$ cat src/rtl/pc_redirect_unit_pkg.sv
// pc_redirect_unit_pkg: shared constants and FSM encoding for the fetch PC redirect unit
package pc_redirect_unit_pkg;
  localparam logic [31:0] RESET_PC_DEF = 32'h0000_0000;
  localparam logic [31:0] TRAP_VEC_DEF = 32'h0000_0010;
  localparam logic [31:0] ALIGN_MASK   = 32'hFFFF_FFFC;
  typedef enum logic {
    ST_RUN  = 1'b0,
    ST_WAIT = 1'b1
  } state_e;
endpackage

$ cat src/rtl/pc_redirect_unit_target_align.sv
// pc_target_align: picks the redirect target, diverting misaligned targets to the trap vector
module pc_target_align
  import pc_redirect_unit_pkg::*;
#(
  parameter logic [31:0] TRAP_VEC = TRAP_VEC_DEF
) (
  input  logic [31:0] b_pc_i,
  output logic [31:0] tgt_o,
  output logic        misalign_o
);
  assign misalign_o = |b_pc_i[1:0];
  assign tgt_o      = misalign_o ? TRAP_VEC : (b_pc_i & ALIGN_MASK);
endmodule

$ cat src/rtl/pc_redirect_unit.sv
// pc_redirect_unit: fetch PC owner applying branch/jump redirects, deferring them while imem is busy
module pc_redirect_unit
  import pc_redirect_unit_pkg::*;
#(
  parameter logic [31:0] RESET_PC = RESET_PC_DEF,
  parameter logic [31:0] TRAP_VEC = TRAP_VEC_DEF,
  parameter int unsigned CNT_W    = 16
) (
  input  logic             clk,
  input  logic             rst_n,
  input  logic             branch_sel_i,
  input  logic [31:0]      b_pc_i,
  input  logic             stall_i,
  input  logic             imem_busy_i,
  output logic [31:0]      pc_o,
  output logic [31:0]      pc_plus4_o,
  output logic             imem_read_o,
  output logic             flush_ifid_o,
  output logic             flush_idex_o,
  output logic             misalign_exc_o,
  output logic [CNT_W-1:0] redirect_cnt_o
);
  state_e             state_q, state_d;
  logic [31:0]        pc_q, pc_d, pend_q, pend_d, tgt;
  logic [CNT_W-1:0]   cnt_q, cnt_d, cnt_inc;
  logic               mis_q, mis_d, tgt_mis;

  pc_target_align #(.TRAP_VEC(TRAP_VEC)) u_align (
    .b_pc_i    (b_pc_i),
    .tgt_o     (tgt),
    .misalign_o(tgt_mis)
  );

  assign cnt_inc = &cnt_q ? cnt_q : cnt_q + CNT_W'(1);

  // Next-state: redirect beats stall; a redirect during a busy fetch parks in pend_q until imem frees up
  always_comb begin
    state_d = state_q;
    pc_d    = pc_q;
    pend_d  = pend_q;
    cnt_d   = cnt_q;
    mis_d   = 1'b0;
    if (state_q == ST_WAIT) begin
      if (branch_sel_i) begin
        pend_d = tgt;
        mis_d  = tgt_mis;
      end
      if (!imem_busy_i) begin
        pc_d    = pend_d;
        cnt_d   = cnt_inc;
        state_d = ST_RUN;
      end
    end else if (branch_sel_i) begin
      mis_d = tgt_mis;
      if (imem_busy_i) begin
        pend_d  = tgt;
        state_d = ST_WAIT;
      end else begin
        pc_d  = tgt;
        cnt_d = cnt_inc;
      end
    end else if (!stall_i && !imem_busy_i) begin
      pc_d = pc_q + 32'd4;
    end
  end

  // State, PC, pending target, counter and misalign pulse registers
  always_ff @(posedge clk or negedge rst_n) begin
    if (!rst_n) begin
      state_q <= ST_RUN;
      pc_q    <= RESET_PC;
      pend_q  <= '0;
      cnt_q   <= '0;
      mis_q   <= 1'b0;
    end else begin
      state_q <= state_d;
      pc_q    <= pc_d;
      pend_q  <= pend_d;
      cnt_q   <= cnt_d;
      mis_q   <= mis_d;
    end
  end

  assign pc_o           = pc_q;
  assign pc_plus4_o     = pc_q + 32'd4;
  assign imem_read_o    = rst_n;
  assign flush_idex_o   = rst_n & branch_sel_i;
  assign flush_ifid_o   = rst_n & (branch_sel_i | (state_q == ST_WAIT));
  assign misalign_exc_o = mis_q;
  assign redirect_cnt_o = cnt_q;
endmodule
$ cat config.mk
export PLATFORM = sky130hd
export DESIGN_NAME = pc_redirect_unit
export DESIGN_NICKNAME = d
export VERILOG_FILES = /design/src/rtl/pc_redirect_unit_pkg.sv /design/src/rtl/pc_redirect_unit_target_align.sv /design/src/rtl/pc_redirect_unit.sv
export SDC_FILE = /design/constraint.sdc
export NUM_CORES = 1
export LEC_CHECK = 0
export ABC_AREA = 1
export BUFFER_PORTS_ARGS = -buffer_cell sky130_fd_sc_hd__clkbuf_2
export CAP_MARGIN = 20
export CORE_MARGIN = 2
export CORE_UTILIZATION = 34
export CTS_BUF_LIST = sky130_fd_sc_hd__clkbuf_8 sky130_fd_sc_hd__clkbuf_16
export CTS_CLUSTER_SIZE = 28
export DETAILED_ROUTE_END_ITERATION = 16
export PLACE_DENSITY = 0.58
export SLEW_MARGIN = 20
export SYNTH_ARGS = -nofsm -noshare
export SYNTH_HDL_FRONTEND = slang
export SYNTH_SLANG_ARGS = --single-unit
$ cat constraint.sdc
create_clock -name clk -period 2.1 [get_ports clk]
set_input_delay 0.105 -clock clk [delete_from_list [all_inputs] [get_ports clk]]
set_output_delay 0.105 -clock clk [all_outputs]
set_load 0.005 [all_outputs]
# [Yosys cells after proc, flatten, opt, wreduce, memory -nomap -nowiden]
# Cells that the tools add are included.
[classes] bitwise=3 reduce_logical=10 n_eq_ne=2 n_shift=0 n_mul=0 addsub=2 magnitude_cmp=0 n_mux=18 div_mod_pow=0
[op_table] op="$mux 32" count=10
[op_table] op="$mux 16" count=4
[op_table] op="$add 32x3->32 const B" count=1
[op_table] op="$add 16x1->16 const B" count=1
[op_table] op="$reduce_and 16->1" count=1
[op_table] op="$mux 1" count=4
[op_table] op="$ne 2x2->1 const B" count=2
[op_table] op="$reduce_bool 2->1" count=2
[op_table] op="$reduce_and 3->1" count=1
[op_table] op="$reduce_bool 3->1" count=1
[op_table] op="$and 1x1->1" count=2
[op_table] op="$logic_not 1->1" count=2
[op_table] op="$reduce_and 2->1" count=1
[op_table] op="$reduce_or 2->1" count=1
[op_table] op="$logic_and 1x1->1" count=1
[op_table] op="$or 1x1->1" count=1
[totals] memories=0 in_bits=37 ram_bits=0 latch_bits=0 mem_bits_ro=0 regBits=82 output_inout_bits=84

# [Depth between registers and ports, before layout]
# Gate-level depths: netlist of run 1.
[logic_depth] ltp_word=5 depth_mapped=10 mapped_depth_nobuf=10

# [Cells and area by module]
# Synthesis of run 1 repeated with hierarchy kept, for this count alone.
[hier_totals] cells_unflattened=718 area_unflattened_um2=5272.6
[by_module_without_submodules] mod="pc_redirect_unit" area_per_inst_um2=4893.4 cells_each=650 n_inst=1
[by_module_without_submodules] mod="pc_target_align" area_per_inst_um2=379.1 cells_each=68 n_inst=1

# [Worst setup path after synthesis of run 1]
# Ideal clock, no wire load.
[synth_path] path_kind="reg2reg" from="register cnt_q[0] (netlist: redirect_cnt_o[0])" to="register cnt_q[15] (netlist: redirect_cnt_o[15])" required_ns=1.977 stages_incl_launch_ff=10 setup_time_ns=0.123 arrival_time_ns=1.447 setup_slack_ns=0.530 path_cell_list="dfrtp_1 -> ha_1 -> nand3_2 -> nor2_2 -> nand4_1 -> nand2_2 -> inv_2 -> buf_6 -> o21ai_0 -> nand2_1"
[synth_between] elab_chain_len=5 elab_cells_between_ends=6 classes_between="add/sub: 1; mux: 4; reduce/logical: 1"
[synth_rtl] item="start: declaration" line_no="pc_redirect_unit.sv:25" text="logic [CNT_W-1:0] cnt_q, cnt_d, cnt_inc;"
[synth_rtl] item="start signal: assignment" line_no="pc_redirect_unit.sv:79" text="cnt_q <= cnt_d;"
[synth_rtl] item="$add 16x1->16 or $reduce_and 16->1 (tied branches)" line_no="pc_redirect_unit.sv:34" text="assign cnt_inc = &cnt_q ? cnt_q : cnt_q + CNT_W'(1);"
[synth_rtl] item="$mux 16 *" line_no="pc_redirect_unit.sv:34"
[synth_rtl] item="$mux 16 *" line_no="pc_redirect_unit.sv:48, pc_redirect_unit.sv:55"
[synth_rtl] item="$mux 16" line_no="pc_redirect_unit.sv:53" text="end else if (branch_sel_i) begin"
[synth_rtl] item="$mux 16 *" line_no="pc_redirect_unit.sv:43" text="if (state_q == ST_WAIT) begin"
# Every way passes the cells marked *; elsewhere a longest branch is shown, timed or not. The select of a mux whose other input is x is not followed.
# A chain may end at the register's enable or synchronous reset.

# [Worst setup path in the final report of run 1]
[layout_path] from="register pc_q[3] (netlist: pc_o[3])" to="output pc_plus4_o[26]"
[layout_between] elab_chain_len=1
[layout_rtl] item="start: declaration" line_no="pc_redirect_unit.sv:24" text="logic [31:0] pc_q, pc_d, pend_q, pend_d, tgt;"
[layout_rtl] item="start signal: assignment" line_no="pc_redirect_unit.sv:77" text="pc_q <= pc_d;"
[layout_rtl] item="$add 32x3->32" line_no="pc_redirect_unit.sv:85" text="assign pc_plus4_o = pc_q + 32'd4;"
[layout_rtl] item="end: declaration" line_no="pc_redirect_unit.sv:16" text="output logic [31:0] pc_plus4_o,"
# Every way passes these cells.

==> results of run 1 <==
final cells by class:
type | instances | area, µm²
Fill cell | 1558 | 8270
Multi-Input combinational cell | 477 | 2460
Sequential cell | 82 | 2050
Timing Repair Buffer | 134 | 723
Inverter | 97 | 364
Clock buffer | 10 | 239
Tap cell | 184 | 230
Clock inverter | 6 | 90.1
kinds of logic (layout without fill, tap and decap cells):
group                    after synthesis  after routing  synth area share [%]
XOR/XNOR                              26             26                  5.62
adder cells (fa/ha/maj)                2              2                 0.502
flip-flops                            82             82                  41.2
AND/OR/NAND/NOR                      322            322                  28.8
buffers and inverters                124            247                  10.0
AO/OA/AOI/OAI                        121            121                  12.6
multiplexers                           6              6                  1.35
cells in the mapped netlist (4+ instances only):
cell type  number
o21ai_1         9
nor2_2          6
a21oi_1        48
o21ai_0        52
a31oi_1         8
nand2_1       178
nor2_4          9
nand2_2         8
nand3b_1        6
xor2_2          7
xnor2_1         5
inv_1          95
mux2_2          6
and2_1          4
nand4_1         4
buf_2          12
nor3_1          6
xor2_1         14
nor2_1         75
nand3_1        19
clkbuf_1       10
dfrtp_1        82
stage by stage:
stage	setup TNS (ns)	hold slack, ns	setup slack, ns	total power [mW]	instance area, µm²
after floorplan	0	-0.191	0.530	2.71	4990
after global placement	0	-0.00489	0.463	3.27	5790
after detailed placement	0	-0.00642	0.437	3.28	5790
after CTS	0	0.00371	0.0450	5.07	6130
after global routing	-0.0113	0.0372	-0.0113	5.33	6160
final	0	0.00418	0.103	5.04	6160
registers in the layout (all words and copies together) (netlist names):
register        cells
redirect_cnt_o     16
state_q             1
misalign_exc_o      1
pend_q             32
pc_o               32
what timing repair did:
action | in CTS | in global routing
setup buffers | 0 | 2
setup endpoints to repair | 0 | 2
hold endpoints to repair | 13 | 0
hold buffers | 1 | 0
resized for setup | 0 | 5
worst max-delay path, delay by kind of cell, from the launching register on:
| family | cells | cell delay, ns |
|---|---|---|
| AND/OR/NAND/NOR | 7 | 0.81 |
| flip-flops | 1 | 0.40 |
| adder cells (fa/ha/maj) | 1 | 0.22 |
| buffers and inverters | 1 | 0.10 |
layer usage:
metal	vias to the layer above	GRT usage, %	share of wire (%)
met5	-	0	0
met1	2148	26.6	49
met3	15	3.81	5.3
li1	2363	-	-
met4	0	6.73	1.8
met2	125	26.8	43
path summary, 6_finish.rpt:
path,to,slack (ns),depth (start not counted)
max in group asynchronous,pc_o[26]$_DFFE_PN0P_,1.11,3
hold / removal,pend_q[18]$_DFFE_PN0P_,0.004,3
setup reg to reg,pc_o[21]$_DFFE_PN0P_,0.42,8
setup / recovery,pc_plus4_o[26],0.10,9
min in group asynchronous,redirect_cnt_o[1]$_DFFE_PN0P_,0.17,2
hold reg to reg,pend_q[0]$_DFFE_PN0P_,0.50,2
power breakdown:
group / internal (mW) / switching (mW)
Clock: 1.08 / 0.699
Combinational: 0.500 / 0.705
Sequential: 1.79 / 0.271
Total: 3.36 / 1.68
==> metrics.md, run 1 <==
| Metric | Value |
|---|---|
| Total CTS buffers | `9` |
| Clk_lat worst skew | `around 0.35 ns` |
| Vias per inst | `4.70` |
| First-pass GRT wire length | `22.8 mm` |
| Setup crit end kind | `output port` |
| Cell taking the most area after synthesis | `dfrtp_1` |
| Overflow after GRT | `0` |
| Post-DP HPWL | `10.6 mm` |
| Antenna viol nets, final | `0` |
| PwrDens | `818 nW/µm²` |
| Critical path peak fanout | `5` |
| Post-layout net count | `between 800 and 900` |
| CP max-delay cell | `dfrtp_1` |
| CP Cell Sequence | `ha_2 -> nand2_2 -> nor2_4 -> nand2_4 -> nor2_4 -> nand2_2 -> nand2_2 -> and2_1 -> clkbuf_2` |
| Most used cell, CP | `nand2_2` |
| Outcome | `complete, no violations` |
| Input/output buffers | `120` |
| Number of flops mapped to enable cells by yosys | `0` |
| Synth Flop Type | `dfrtp_1` |
| Clk_skew | `0.0118 ns` |
| Die width | `around 130 µm` |
| Top cells by area, synth | `dfrtp_1 41%, nand2_1 13%, inv_1 7.2%, nor2_1 5.6%, o21ai_0 5.2%` |
| FF+latch count, synth | `82` |
| VDD IR max | `478 µV` |
| Max H-tree Level | `3` |
| Most frequent cells in the layout | `176 x nand2_1, 119 x clkbuf_2, 95 x inv_1` |
| 1st-iter DRT viols | `312` |
| Worst Max-Slew Pin Slew | `roughly 0.55 ns` |
| Arrival @ worst endpoint | `1.89 ns` |
| Clk root buf | `clkbuf_16` |
| Syn nets | `between 700 and 800` |
| Area Growth Syn to Fin | `23.5%` |
| Reg-to-Reg Start | `state_q$_DFF_PN0_` |
| Starting Density | `34.6%` |
| Cells after Synth | `about 700` |
| Row cnt | `44` |
| Post-route clock period utilization | `95.1%` |
| Min Tclk post-route | `2.00 ns` |
| Type of the worst min-delay path | `in2reg` |
| First-pass DRT Iterations | `7` |
| Most common cell after layout, fill and taps aside | `nand2_1` |
| Top-area cell type share of the netlist area | `41.2%` |
| Synth unique cells | `34` |
| Post-layout util | `between 40% and 50%` |
| Routability Congestion | `roughly 0.85` |
| Inst Count DP | `971` |
| Worst Setup SP | `pc_o[3]$_DFFE_PN0P_` |
| Syn_area_per_cell | `7.30 µm²` |
| Total of max-cap violations | `0` |
| CTS tree | `built` |
| Syn. warnings | `0` |
| Mapped Area | `4990 µm²` |
| Total Routing Usage GR | `between 10% and 20%` |
| Slew HR | `63.6%` |
| Setup CP Type | `reg2out` |
| DRC viols | `0` |
| Achievable Freq | `501 MHz` |
| Vias in the first global route | `4,291` |
| Die ar. | `15,700 µm²` |
| WP data required | `2.00 ns` |
| Synth async-reset ratio | `100%` |
| Type of origin of the critical path | `flop` |
| WL/cell | `14.3 µm` |
| Largest net degree at the start of global routing | `41` |
| Worst-path clk slew | `0.07 ns` |
| Leak | `3.12 nW` |
| Initial antenna violation count | `0` |
| Setup-failing EPs final | `0` |
| HP Start | `b_pc_i[18]` |
| Vias | `4,651` |
| WL final | `14.1 mm` |
| CTS Buffer Depth | `2` |
| Die height | `125 µm` |
| Clk sinks | `82` |
| Max stage delay on crit path | `approximately 0.4 ns` |
| Final Max Tran Viols | `0` |
| Final cell count without fillers | `990` |
| Seq/Total Area, Yosys | `41.2%` |
| Boundary pin count | `121` |
| Hold Vio Cnt, Final | `0` |
| Antenna Cells | `0` |
| Layout cells sized above 1 | `between 20% and 30%` |
| Core Box Area | `14,400 µm²` |
Power figures use the tool's default switching activity.
==> inputs of run 2 (changes only) <==
--- a/config.mk
+++ b/config.mk
@@ -5,7 +5,6 @@
 export SDC_FILE = /design/constraint.sdc
 export NUM_CORES = 1
 export LEC_CHECK = 0
-export ABC_AREA = 1
 export BUFFER_PORTS_ARGS = -buffer_cell sky130_fd_sc_hd__clkbuf_2
 export CAP_MARGIN = 20
 export CORE_MARGIN = 2
==> run 2 against run 1 <==
Compared with the run above:
- the flow now finishes with violations (setup timing)
- hold slack lost 0.0027 ns
- first-iteration DRC count grew 4.2%
- wire length grew 5.3%
- worst setup slack lost 0.21 ns
- sequential share of layout area shrank 2.3 points
- area after synthesis shrank 4.0%
- critical path type unchanged
- largest cell class unchanged
==> metrics.md, run 2 <==
| Metric | Value |
|---|---|
| Clk_lat worst skew | `0.34 ns (about the same)` |
| Largest family of logic cells by synthesized area | `simple AND/OR/NAND/NOR gates` |
| Combinational power share | `24.4% (+0.5 points)` |
| Core Box Area | `13,800 µm² (-4.1%)` |
| WP data required | `2.00 ns (about the same)` |
| Syn nets | `578 (-20%)` |
| Mapped Area | `4790 µm² (-4.0%)` |
| Worst Max-Slew Pin Slew | `0.432 ns (-0.113 ns)` |
| Type of origin of the critical path | `flop` |
| Worst Setup SP | `pc_o[8]$_DFFE_PN0P_` |
| Hold Vio Cnt, Final | `0 (unchanged)` |
| Antenna Cells | `0 (unchanged)` |
| Final Max Tran Viols | `0 (unchanged)` |
| Failing checks | `setup timing` |
| Routability Congestion | `0.872 (+2.6%)` |
| Cells after Synth | `539 (-21%)` |
| Reg-to-Reg Start | `pc_o[3]$_DFFE_PN0P_` |
| Syn_area_per_cell | `8.88 µm² (+22%)` |
| Final WS setup | `-0.108 ns (-0.211 ns)` |
| Int Power | `3.49 mW (+3.9%)` |
| Slew HR | `71.1% (+7.5 points)` |
| Vias | `4,734 (+1.8%)` |
| Post-DP HPWL | `10.8 mm (+1.7%)` |
| Setup-failing EPs final | `15 (+15)` |
| Clock Power Share | `34.6% (-0.6 points)` |
| Max H-tree Level | `3 (unchanged)` |
| Post-route clock period utilization | `105% (+10 points)` |
| Fillcell total | `1,291 (-17%)` |
| Total Routing Usage GR | `20.1% (+1.8 points)` |
| Row cnt | `43 (-2.3%)` |
| Net switching power | `1.57 mW (-6.3%)` |
| First-pass DRT Iterations | `5 (-2)` |
| RSZ-0062 raised after global routing | `yes` |
| Switching Fraction | `31.0% (-2.3 points)` |
| Initial antenna violation count | `0 (unchanged)` |
| CTS Buffer Depth | `2 (unchanged)` |
| Final cell count without fillers | `888 (-10%)` |
| Most frequent cells in the layout | `111 x clkbuf_2, 89 x nand2_1, 81 x dfrtp_1` |
| Synthesized-area fraction occupied by adder cells | `0.523% (+0.021 points)` |
| WL/cell | `16.7 µm (+17%)` |
| Number of flops mapped to enable cells by yosys | `0 (unchanged)` |
| Vias per inst | `5.33 (+13%)` |
| Total of max-cap violations | `0 (unchanged)` |
| Cell taking the most area after synthesis | `dfrtp_1` |
| Die width | `123 µm (-2.0%)` |
| Boundary pin count | `121 (unchanged)` |
| Critical path peak fanout | `4 (-1)` |
| Clk sinks | `82 (unchanged)` |
| VDD IR max | `291 µV (-39%)` |
| 1st-iter DRT viols | `325 (+4.2%)` |
| FF+latch count, synth | `82 (unchanged)` |
| Min Tclk post-route | `2.21 ns (+0.211 ns)` |
| Top cells by area, synth | `dfrtp_1 43%, nand2_1 7.1%, o21ai_0 4.7%, xor2_1 4.4%, xnor2_1 2.9%` |
| Synth Area in Simple Gates | `23.4% (-5.4 points)` |
| CTS tree | `built` |
| Seq/Total Area, Yosys | `42.9% (+1.7 points)` |
| Outcome | `complete, but fails checks` |
| Most common cell in the netlist | `nand2_1` |
| Syn. warnings | `0 (unchanged)` |
| Type of the worst min-delay path | `in2reg` |
| Most common cell after layout, fill and taps aside | `clkbuf_2` |
| HP Start | `b_pc_i[6]` |
| Synth Flop Type | `dfrtp_1` |
| Synth async-reset ratio | `100% (unchanged)` |
| WL final | `14.9 mm (+5.3%)` |
| Antenna viol nets, final | `0 (unchanged)` |
| Top-area cell type share of the netlist area | `42.9% (+1.7 points)` |
| Die ar. | `15,000 µm² (-3.9%)` |
| Largest net degree at the start of global routing | `71 (+73%)` |
| Setup CP Type | `reg2out` |
| Starting Density | `34.6% (+0.044 points)` |
| Area Growth Syn to Fin | `38.4%` |
| Setup crit end kind | `output port` |
| Layout cells sized above 1 | `34.9% (+10 points)` |
| Commonest cells in the netlist | `90 x nand2_1, 82 x dfrtp_1, 45 x o21ai_0, 32 x nor2_1, 31 x clkbuf_1` |
| Flop pwr share | `41.0% (+0.2 points)` |
| Clk_skew | `0.00640 ns (-0.00537 ns)` |
| Post-layout net count | `742 (-12%)` |
| PwrDens | `764 nW/µm² (-6.5%)` |
| DRC viols | `0 (unchanged)` |
| Synth unique cells | `58 (+71%)` |
| DP Area | `5880 µm² (+1.6%)` |
| Vias in the first global route | `4,429 (+3.2%)` |
| Final Cell Area | `6620 µm² (+7.6%)` |
| Achievable Freq | `453 MHz (-9.6%)` |
| Clk root buf | `clkbuf_16` |
| Arrival @ worst endpoint | `2.10 ns (+0.21 ns)` |
| Overflow after GRT | `0 (unchanged)` |
| Multiplexer share of the synthesized area | `3.66% (+2.3 points)` |
| Worst-path clk slew | `0.06 ns (about the same)` |
| Leak | `3.13 nW (+0.21%)` |
| Synth Area in Compound Gates | `17.8% (+5.2 points)` |
| Inst Count DP | `850 (-12%)` |
| First-pass GRT wire length | `23.3 mm (+2.1%)` |
| Die height | `123 µm (-2.0%)` |
| Total CTS buffers | `9 (unchanged)` |
| Input/output buffers | `120 (unchanged)` |
| Post-synthesis xor/xnor area fraction | `7.32% (+1.7 points)` |
[run 2: cell count changes after synthesis, moves of 9 or more]
cell      previous run  this run
a21oi_1             48         7
a222oi_1             0         9
a22o_1               0        15
clkbuf_1            10        31
inv_1               95        11
mux2i_1              0        13
nand2_1            178        90
nand4_1              4        15
nor2_1              75        32
nor2_4               9         0
nor3_1               6        20
o211ai_1             0        13
xnor2_1              5        16
xor2_1              14        24
[run 2: metrics by stage]
step	utilization (%)	setup TNS, ns	setup WS [ns]	hold WS [ns]	total power [mW]
floorplan	-	0	0.0145	-0.191	2.64
global placement	42.6	0	0.111	-0.0130	3.27
detailed placement	42.6	0	0.0632	-0.0140	3.29
CTS	46.5	-1.17	-0.132	0.0000515	5.08
global route	47.9	-2.86	-0.217	0.00663	5.35
finish	47.9	-0.900	-0.108	0.00144	5.06
[run 2: path summary, 6_finish.rpt]
check                      cells past startpoint  slack [ns]                     end
setup / recovery                               5       -0.11          pc_plus4_o[27]
hold / removal                                 3       0.001   pend_q[6]$_DFFE_PN0P_
setup reg to reg                               7        0.03    pc_o[30]$_DFFE_PN0P_
hold reg to reg                                2        0.48  pend_q[22]$_DFFE_PN0P_
max in group asynchronous                      3        1.26     pc_o[2]$_DFFE_PN0P_
min in group asynchronous                      2        0.18  pend_q[11]$_DFFE_PN0P_
[run 2: power groups by stage]
stage          Sequential, mW  Clock [mW]  Combinational (mW)
6_report                 2.08        1.75                1.24
5_1_grt                  2.11        1.85                1.38
4_1_cts                  2.07        1.77                1.23
3_5_place_dp             2.09           0                1.20
3_3_place_gp             2.08           0                1.19
2_1_floorplan            2.07           0               0.569
[run 2: cell families after synthesis]
logic type               Yosys count
multiplexers                      17
XOR/XNOR                          40
AO/OA/AOI/OAI                    122
AND/OR/NAND/NOR                  224
buffers and inverters             52
flip-flops                        82
adder cells (fa/ha/maj)            2
[run 2: layout make-up]
class / count / area [µm²] / share of cell area (%)
Multi-Input combinational cell: 406 / 2780 / 41.9
Tap cell: 180 / 225 / 3.40
Timing Repair Buffer: 193 / 1200 / 18.1
Sequential cell: 82 / 2050 / 31.0
Clock inverter: 5 / 77.6 / 1.17
Clock buffer: 11 / 253 / 3.82
Inverter: 11 / 41.3 / 0.623
[run 2: metal layers]
layer | track usage, % | wire length [µm] | vias to the layer above | share of wire (%)
met3 | 3.21 | 894 | 17 | 6.0
met4 | 7.04 | 239 | 0 | 1.6
met1 | 29.1 | 6900 | 2280 | 46
li1 | - | - | 2288 | -
met5 | 0 | 0 | - | 0
met2 | 30.5 | 6840 | 149 | 46
[run 2: worst max-delay path, cell delays in order, from the launching register on]
cell and delay, ns:
dfrtp_1 0.35, nand3_1 0.21, or4_4 0.58, or3_4 0.36, xnor2_1 0.14, clkbuf_2 0.13
[run 2: timing repair]
item / CTS / global route
buffers inserted: 8 / 7
hold buffers: 6 / 0
pin swaps: 12 / 5
cloned: 1 / 0
resized for setup: 17 / 33
endpoints found under the setup margin: 17 / 21
hold endpoints to repair: 87 / 0
==> inputs of run 3 (changes only) <==
--- a/config.mk
+++ b/config.mk
@@ -6,10 +6,9 @@
 export NUM_CORES = 1
 export LEC_CHECK = 0
 export BUFFER_PORTS_ARGS = -buffer_cell sky130_fd_sc_hd__clkbuf_2
-export CAP_MARGIN = 20
 export CORE_MARGIN = 2
 export CORE_UTILIZATION = 34
-export CTS_BUF_LIST = sky130_fd_sc_hd__clkbuf_8 sky130_fd_sc_hd__clkbuf_16
+export CTS_BUF_LIST = sky130_fd_sc_hd__clkbuf_8
 export CTS_CLUSTER_SIZE = 28
 export DETAILED_ROUTE_END_ITERATION = 16
 export PLACE_DENSITY = 0.58
@@ -17,3 +16,4 @@
 export SYNTH_ARGS = -nofsm -noshare
 export SYNTH_HDL_FRONTEND = slang
 export SYNTH_SLANG_ARGS = --single-unit
+export TNS_END_PERCENT = 30
==> run 3 against run 2 <==
Compared with the run above:
- the flow still finishes with violations (setup timing)
- clock-buffer cell count stayed put
- design area is 1.1% higher
- largest cell class unchanged
- critical path type unchanged
- power is 7.5% lower
- critical path depth is 2 higher
- largest power group unchanged
- highest routed layer unchanged
==> metrics.md, run 3 (same netlist as run 2, synthesis figures left out) <==
| Metric | Value |
|---|---|
| Max H-tree Level | `3 (unchanged)` |
| Post-DP HPWL | `10.8 mm (unchanged)` |
| Critical path peak fanout | `5 (+1)` |
| Type of origin of the critical path | `flop` |
| DRC viols | `0 (unchanged)` |
| Routability Congestion | `0.872 (unchanged)` |
| Most frequent cells in the layout | `114 x clkbuf_2, 89 x nand2_1, 81 x dfrtp_1` |
| Layout cells sized above 1 | `33.3% (-1.6 points)` |
| Row cnt | `43 (unchanged)` |
| RSZ-0062 raised after global routing | `yes` |
| Post-route clock period utilization | `107% (+1.6 points)` |
| Most common cell after layout, fill and taps aside | `clkbuf_2` |
| Area Growth Syn to Fin | `40.0%` |
| Final WS setup | `-0.141 ns (-0.0330 ns)` |
| Setup crit end kind | `output port` |
| Total CTS buffers | `9 (unchanged)` |
| Overflow after GRT | `0 (unchanged)` |
| Core Box Area | `13,800 µm² (unchanged)` |
| Max layer used | `met4` |
| Setup-failing EPs final | `14 (-1)` |
| DP Area | `5880 µm² (unchanged)` |
| Min Tclk post-route | `2.24 ns (+0.0330 ns)` |
| Hold Vio Cnt, Final | `0 (unchanged)` |
| Type of the worst min-delay path | `in2reg` |
| First-pass GRT wire length | `23.8 mm (+2.3%)` |
| Clk root buf | `clkbuf_8` |
| Fillcell total | `1,293 (+0.15%)` |
| Achievable Freq | `446 MHz (-1.5%)` |
| Vias in the first global route | `4,605 (+4.0%)` |
| Antenna Cells | `0 (unchanged)` |
| Largest net degree at the start of global routing | `71 (unchanged)` |
| 1st-iter DRT viols | `271 (-17%)` |
| Met2 wire length | `7.12 mm (+4.1%)` |
| Total Routing Usage GR | `20.6% (+0.47 points)` |
| Clk sinks | `82 (unchanged)` |
| Vias | `4,817 (+1.8%)` |
| WL final | `15.2 mm (+2.0%)` |
| Setup CP Type | `reg2out` |
| VDD IR max | `241 µV (-17%)` |
| Met1 WL | `6.98 mm (+1.2%)` |
| Input/output buffers | `120 (unchanged)` |
| Clk_skew | `0.00848 ns (+0.00207 ns)` |
| Failing checks | `setup timing` |
| Starting Density | `34.6% (unchanged)` |
| Post-layout net count | `758 (+2.2%)` |
| CTS Buffer Depth | `2 (unchanged)` |
| Die height | `123 µm (unchanged)` |
| Total of max-cap violations | `0 (unchanged)` |
| Vias per inst | `5.33 (about the same)` |
| Outcome | `complete, but fails checks` |
| Clk_lat worst skew | `0.37 ns (+0.03 ns)` |
| WL/cell | `16.8 µm (+0.15%)` |
| Boundary pin count | `121 (unchanged)` |
| Worst-path clk slew | `0.09 ns (+0.03 ns)` |
| Arrival @ worst endpoint | `2.14 ns (+0.04 ns)` |
| Final Total Pwr | `4.68 mW (-7.5%)` |
| Final cell count without fillers | `904 (+1.8%)` |
| Leak | `3.15 nW (+0.63%)` |
| First-pass DRT Iterations | `5 (unchanged)` |
| Initial antenna violation count | `0 (unchanged)` |
| WP data required | `2.00 ns (about the same)` |
| Routed wl met3 | `816 µm (-8.7%)` |
| Final Max Tran Viols | `0 (unchanged)` |
| Final Cell Area | `6700 µm² (+1.1%)` |
| CTS tree | `built` |
| Slew HR | `70.1% (-0.96 points)` |
| PwrDens | `699 nW/µm² (-8.5%)` |
| Die width | `123 µm (unchanged)` |
| Antenna viol nets, final | `0 (unchanged)` |
| Worst Max-Slew Pin Slew | `0.447 ns (+0.0144 ns)` |
| Inst Count DP | `850 (unchanged)` |
| R2r setup slk | `0.10 ns (+0.07 ns)` |
| Die ar. | `15,000 µm² (unchanged)` |
==> run 3: cell count changes in the layout (fill, tap and decap cells not counted), moves of 3 or more <==
cell	delta
clkbuf_8	+9
clkbuf_2	+3
buf_4	-7
clkbuf_16	-9
dlygate4sd3_1	+25
buf_2	-3
==> run 3: final timing paths <==
check | from | cells past startpoint | to
max in group asynchronous | rst_n | 3 | pc_o[2]$_DFFE_PN0P_
max reg2reg | pc_o[16]$_DFFE_PN0P_ | 5 | pc_o[30]$_DFFE_PN0P_
min | b_pc_i[0] | 3 | pend_q[4]$_DFFE_PN0P_
min in group asynchronous | rst_n | 2 | pend_q[11]$_DFFE_PN0P_
min reg2reg | pend_q[22]$_DFFE_PN0P_ | 2 | pend_q[22]$_DFFE_PN0P_
max | pc_o[3]$_DFFE_PN0P_ | 7 | pc_plus4_o[28]
==> run 3: critical path, stage by stage, from the launching register on <==
cell and delay [ns]:
dfrtp_1 0.39, ha_2 0.20, nand3_2 0.09, or4_4 0.59
buf_6 0.17, nor2_4 0.07, xor2_1 0.13, buf_2 0.12
==> run 3: area by class of cell <==
type,count,area [µm²],area share (%)
clock buffer,11,151,2.26
clock inverter,5,77.6,1.16
inverter,11,41.3,0.616
multi-input combinational,406,2780,41.5
sequential,82,2050,30.7
tap,180,225,3.36
timing repair buffer,209,1370,20.5
==> run 3: stage by stage <==
step                      hold WS (ns)  setup TNS (ns)  setup slack (ns)  util [%]
after floorplan                 -0.191               0            0.0145         -
after global placement         -0.0130               0             0.111      42.6
after detailed placement       -0.0140               0            0.0632      42.6
after CTS                       0.0622           -1.86            -0.170      47.5
after global routing             0.105           -3.20            -0.262      48.4
final                           0.0753           -1.19            -0.141      48.4
==> run 3: what timing repair did <==
item	4_1_cts	5_1_grt
resized for setup	18	27
setup endpoints to repair	18	23
hold buffers	31	0
cloned	1	0
endpoints found under the hold margin	113	0
buffers inserted	6	0
pin swaps	10	2
==> run 3: layer usage <==
| metal | vias up | track usage [%] |
|---|---|---|
| li1 | 2317 | - |
| met1 | 2324 | 29.2 |
| met2 | 160 | 31.9 |
| met3 | 16 | 2.97 |
| met4 | 0 | 7.69 |
| met5 | - | 0 |
==> run 3: power breakdown <==
part / internal [mW] / switching (mW)
clock network: 0.731 / 0.607
logic: 0.632 / 0.639
registers: 1.79 / 0.289
total: 3.15 / 1.54
